<file path="config.mk">
export PLATFORM = sky130hd
export DESIGN_NAME = avg_controller
export DESIGN_NICKNAME = d
export VERILOG_FILES = /design/src/rtl/avg_controller.sv
export SDC_FILE = /design/constraint.sdc
export NUM_CORES = 1
export LEC_CHECK = 0
export ABC_AREA = 1
export CAP_MARGIN = 20
export CORE_UTILIZATION = 46
export CTS_BUF_LIST = sky130_fd_sc_hd__clkbuf_8
export CTS_CLUSTER_SIZE = 20
export DETAILED_ROUTE_END_ITERATION = 10
export PLACE_DENSITY = 0.88
export SETUP_SLACK_MARGIN = 0.15
export SLEW_MARGIN = 15
export SYNTH_ARGS = -nofsm -noshare
export SYNTH_HDL_FRONTEND = slang
export SYNTH_SLANG_ARGS = --single-unit
</file>
<file path="constraint.sdc">
create_clock -name clk -period 1.2 [get_ports clk]
set_input_delay 0.18 -clock clk [delete_from_list [all_inputs] [get_ports clk]]
set_output_delay 0.18 -clock clk [all_outputs]
set_load 0.005 [all_outputs]
</file>
<file path="src/rtl/avg_controller.sv">
// Sequencing FSM for the sample-averaging datapath: load, 4-sample windowed sum, history shift.
// Also generates a single clear/batch_done pulse on the rising edge of one_k_samples.
//
// state | meaning
// IDLE  | waiting for data_ready
// STORE | load new sample into R1, bump sample counter
// SUM1  | R0 <= R1 + R2
// SUM2  | R0 <= R0 + R3
// SUM3  | R0 <= R0 + R4
// SH4   | R4 <= R3
// SH3   | R3 <= R2
// SH2   | R2 <= R1
// EIDLE | overflow seen, err held until next sample
module avg_controller #(
  parameter int ADDR_W = 4
) (
  input  logic              clk,
  input  logic              n_reset,
  input  logic              data_ready,
  input  logic              overflow,
  input  logic              one_k_samples,
  output logic              cnt_up,
  output logic              clear,
  output logic              batch_done,
  output logic              modwait,
  output logic              err,
  output logic [2:0]        op,
  output logic [ADDR_W-1:0] src1,
  output logic [ADDR_W-1:0] src2,
  output logic [ADDR_W-1:0] dest
);

  typedef enum logic [3:0] {
    IDLE, STORE, SUM1, SUM2, SUM3, SH4, SH3, SH2, EIDLE
  } state_t;

  localparam logic [2:0] OP_NOP  = 3'b000;
  localparam logic [2:0] OP_COPY = 3'b001;
  localparam logic [2:0] OP_LOAD = 3'b010;
  localparam logic [2:0] OP_ADD  = 3'b011;

  localparam logic [ADDR_W-1:0] R0 = ADDR_W'(0);
  localparam logic [ADDR_W-1:0] R1 = ADDR_W'(1);
  localparam logic [ADDR_W-1:0] R2 = ADDR_W'(2);
  localparam logic [ADDR_W-1:0] R3 = ADDR_W'(3);
  localparam logic [ADDR_W-1:0] R4 = ADDR_W'(4);

  state_t state, next;

  logic              d_cnt_up, d_modwait, d_err;
  logic [2:0]        d_op;
  logic [ADDR_W-1:0] d_src1, d_src2, d_dest;

  logic one_k_q;

  always_comb begin
    next = state;
    case (state)
      IDLE:    if (data_ready) next = STORE;
      STORE:   next = SUM1;
      SUM1:    next = overflow ? EIDLE : SUM2;
      SUM2:    next = overflow ? EIDLE : SUM3;
      SUM3:    next = overflow ? EIDLE : SH4;
      SH4:     next = SH3;
      SH3:     next = SH2;
      SH2:     next = IDLE;
      EIDLE:   if (data_ready) next = STORE;
      default: next = IDLE;
    endcase
  end

  // Outputs are decoded from the next state and registered, so they line up with state.
  always_comb begin
    d_op      = OP_NOP;
    d_src1    = R0;
    d_src2    = R0;
    d_dest    = R0;
    d_cnt_up  = 1'b0;
    d_modwait = 1'b1;
    d_err     = 1'b0;
    case (next)
      IDLE:  d_modwait = 1'b0;
      STORE: begin d_op = OP_LOAD; d_dest = R1; d_cnt_up = 1'b1; end
      SUM1:  begin d_op = OP_ADD;  d_src1 = R1; d_src2 = R2; end
      SUM2:  begin d_op = OP_ADD;  d_src2 = R3; end
      SUM3:  begin d_op = OP_ADD;  d_src2 = R4; end
      SH4:   begin d_op = OP_COPY; d_src1 = R3; d_dest = R4; end
      SH3:   begin d_op = OP_COPY; d_src1 = R2; d_dest = R3; end
      SH2:   begin d_op = OP_COPY; d_src1 = R1; d_dest = R2; end
      EIDLE: begin d_modwait = 1'b0; d_err = 1'b1; end
      default: d_modwait = 1'b0;
    endcase
  end

  always_ff @(posedge clk or negedge n_reset) begin
    if (!n_reset) begin
      state   <= IDLE;
      op      <= OP_NOP;
      src1    <= R0;
      src2    <= R0;
      dest    <= R0;
      cnt_up  <= 1'b0;
      modwait <= 1'b0;
      err     <= 1'b0;
    end else begin
      state   <= next;
      op      <= d_op;
      src1    <= d_src1;
      src2    <= d_src2;
      dest    <= d_dest;
      cnt_up  <= d_cnt_up;
      modwait <= d_modwait;
      err     <= d_err;
    end
  end

  // Edge detect on the sticky flag; independent of the sequencing FSM.
  always_ff @(posedge clk or negedge n_reset) begin
    if (!n_reset) begin
      one_k_q    <= 1'b0;
      clear      <= 1'b0;
      batch_done <= 1'b0;
    end else begin
      one_k_q    <= one_k_samples;
      clear      <= one_k_samples & ~one_k_q;
      batch_done <= one_k_samples & ~one_k_q;
    end
  end

endmodule

</file>
Word-level counts from Yosys, hierarchy flattened
Index checks and enable logic that the tools add are counted.

Reductions and logical operators: 6. Bitwise logic cells: 2. Equal/unequal tests: 15. Multiplexer cells: 12.

Operators by type and width (count): $eq 4x3->1 const B (7); $pmux 4 s7 (1); $eq 4x2->1 const B (4); $mux 4 (4); $pmux 2 s3 (2); $pmux 3 s4 (1); $pmux 3 s3 (1); $eq 4x1->1 const B (2); $eq 4x4->1 const B (2); $reduce_or 7->1 (1); $reduce_or 3->1 (2); $logic_not 4->1 (1); $reduce_or 2->1 (2); $mux 1 (3); $and 1x1->1 (1); $not 1->1 (1).

Word-level logic and storage cells: 45. Output and inout port bits: 20. Input port bits: 5. Flip-flop bits (word level): 24.

Depth between registers and ports, before layout
Depth after elaboration: 6. Depth in mapped cells: 6. Depth with buffers taken out: 6.

Worst setup path after synthesis
OpenSTA, ideal clock, no wires.

Path type: reg-to-reg. From: register state[2]. To: register modwait. Arrival time: 875 ps. Data required time: 1134 ps. Cell stages (with the launch flop): 6. Buffers on the path: 0. Slack: 260 ps. Clock period less this slack: 940 ps. Setup time: 66 ps. Cells stage by stage: dfrtp_1 > inv_2 > nand2_1 > nor3_1 > nor2_1 > nand2_1.

Longest elaborated chain between the ends: 6. Elaborated cells between the ends (all ways): 20. Those cells by class: 14 x eq/ne; 3 x mux; 3 x reduce/logical.

RTL lines: start: declaration (RTL line 48) `state_t state, next;`; start signal: assignment (RTL line 106) `state <= next;`; $eq 4x4->1 or $logic_not 4->1 (tied branches) (RTL line 58) `case (state)`; $reduce_or 2->1 (no source line); $pmux 4 s7 * (RTL line 58); $eq 4x3->1, or another cell as far along (RTL line 81) `case (next)`; $reduce_or 7->1 (no source line) *; $mux 1 * (RTL line 81); named net d_modwait (RTL line 50) `logic d_cnt_up, d_modwait, d_err;`; end signal: assignment (RTL line 112) `modwait <= d_modwait;`; end: declaration (RTL line 25) `output logic modwait,`.

The timed path passes the listed nets; every way through them passes the cells marked *.

Worst setup path after layout
From: register state[1]. To: register modwait.

Same word-level chain as after synthesis.

==> metrics.txt <==
Req. time, crit path 1.34 ns; Via density 4.78; Register-to-Register Path Depth 6; crit path DAT 1.19 ns; htree depth 1; Reg-to-Reg End modwait; Leakage Power ~0.60 nW; site row count 14; global route overflow 0; placer's final routability congestion estimate approximately 0.88; antenna violations before repair 0; worst-case clock buffer depth 2; Worst setup EP type flip-flop; leading cell types in the layout, fill and taps excluded nand2_1, dfrtp_1, clkdlybuf4s15_1, inv_1, nor2_1; Buffers on Ports 19; diode count 0; maximum VDD drop 1.32 mV; share of post-route cells with drive strength above 1 0.210; Reg2Reg Setup Slack 0.15 ns; Total Wirelength around 1400 um; Initial DRC Count 15; most common cell after layout, fill and taps aside nand2_1; crit-path max FO 6; startpoint types flip-flop; Hold Buf Count CTS 0; CTS tree built; Hold Crit Class input port to asynchronous set/reset pin; Yosys cell types 15; Synth Area per Inst 9.48 um^2; die area 1810 um^2; Max Freq roughly 950 MHz; CTS Sinks 19; Final Util 0.690; TritonCTS buffer count 3; Syn. warnings 0; mapped cell area between 700 and 800 um^2; post-DP HPWL around 950 um; Core Region 1520 um^2; P per Cell Area 2290 nW/um^2; Syn Inst Count 80; Slew Viols, Final 0; clk_lat worst skew roughly 0.25 ns; unrepaired setup endpoints after global routing true; vias after detailed routing a little under 600; R2R Path Start state[1]; Initial Util 0.498; pre-CTS setup slack -0.0285 ns; clock transition at the registers of the reported paths roughly 0.06 ns; flops & latches, synth 19; register area share after synthesis 0.627; Routed WL per cell approximately 11 um; min cycle time layout roughly 1.0 ns; final net count 111; die width around 43 um; DR pass1 iterations 4; post-route ant nets 0; Clock Skew between 0.0015 and 0.002 ns; Fin. Hold Viols 0; Max-Cap Viols 0; Final WS setup ~0.15 ns; crit share post-route 0.874; first-pass GRT wire length around 2100 um; Critical path origin state[1]; DRC errors left 0; vias in the first global route just under 500; I/O pin count 25; gr usage total 0.158; Root Driver clkbuf_8; largest net degree at the start of global routing 20; endpoints failing setup 0; Area Growth Syn to Fin 38.8%; Setup CP Type flip-flop to flip-flop; outcome finished, final reports clean; Chip Height 42.6 um
==> metal layers <==
layer | vias up | global-route usage | share of wire
li1 | 277 | - | -
met1 | 262 | 0.177 | 0.38
met2 | 37 | 0.274 | 0.53
met3 | 2 | 0.0302 | 0.078
met4 | 0 | 0.0938 | 0.0074
met5 | - | 0 | 0
==> report_power, final <==
part	switching, mW	internal [mW]	leakage [nW]	total, mW
sequential	0.143	0.868	0.245	1.01
combinational	0.542	0.442	0.326	0.984
clock	0.192	0.227	0.0269	0.419
==> how the worst max path moves through the flow <==
stage / end / slack, ns
after floorplan: modwait / 0.26
after detailed placement: op[0] / -0.03
after CTS: batch_done / 0.13
after global routing: modwait / 0.08
after global placement: modwait / 0.01
final: modwait / 0.15
==> what timing repair did <==
item	in CTS	in global routing
gates resized for setup	21	22
pin swaps	0	3
buffers inserted	0	2
endpoints found under the setup margin	21	27
==> synth_stat cells <==
library cell	count	area, um^2
nor3_1	1	5.00
inv_2	3	11.3
nand2_1	21	78.8
dfrtp_1	19	475
a21oi_1	1	5.00
nor2_2	1	6.26
nor2_1	7	26.3
nand3_1	6	30.0
o21ai_0	1	5.00
nor2_4	1	11.3
nand3_2	1	10.0
o211ai_1	1	7.51
inv_1	10	37.5
buf_4	6	45.0
conb_1	1	3.75
==> worst max-delay path, cell delays in order (launching register included) <==
cell,delay (ns)
dfrtp_2,0.48
inv_2,0.10
nand2_1,0.07
nand3_2,0.09
inv_1,0.06
nor2_1,0.09
nand2_1,0.05
==> per-stage QoR <==
stage                     cells  instance area (um^2)  hold WS [ns]  TNS, ns  power, mW
final                       121                  1050         0.284        0       2.41
after global routing        121                  1050         0.303        0       2.58
after CTS                   119                   998         0.298        0       2.26
after detailed placement    115                   953         0.388  -0.0668       1.90
after global placement      115                   953         0.380        0       1.85
after floorplan              84                   773        -0.116        0       1.46
==> area by class of cell <==
type,instances,area (um^2)
Clock buffer,3,41.3
Clock inverter,1,3.75
Fill cell,114,472
Inverter,13,51.3
Multi-Input combinational cell,46,238
Sequential cell,19,478
Tap cell,16,20.0
Timing Repair Buffer,23,220
==> flip-flops by register name (all words and copies together), names as in the netlist <==
name	count
one_k_q	1
modwait	1
dest	3
cnt_up	1
op	2
src2	3
batch_done	1
state	4
err	1
src1	2
==> cell families (layout without fill, tap and decap cells) <==
kind of cell / after synthesis / after routing / synth area share
simple gates: 38 / 38 / 0.221
buf+inv: 19 / 40 / 0.124
compound gates: 3 / 3 / 0.0231
flops: 19 / 19 / 0.627
other cells: 1 / 5 / 0.00495
(Power assumes the default switching activity.)
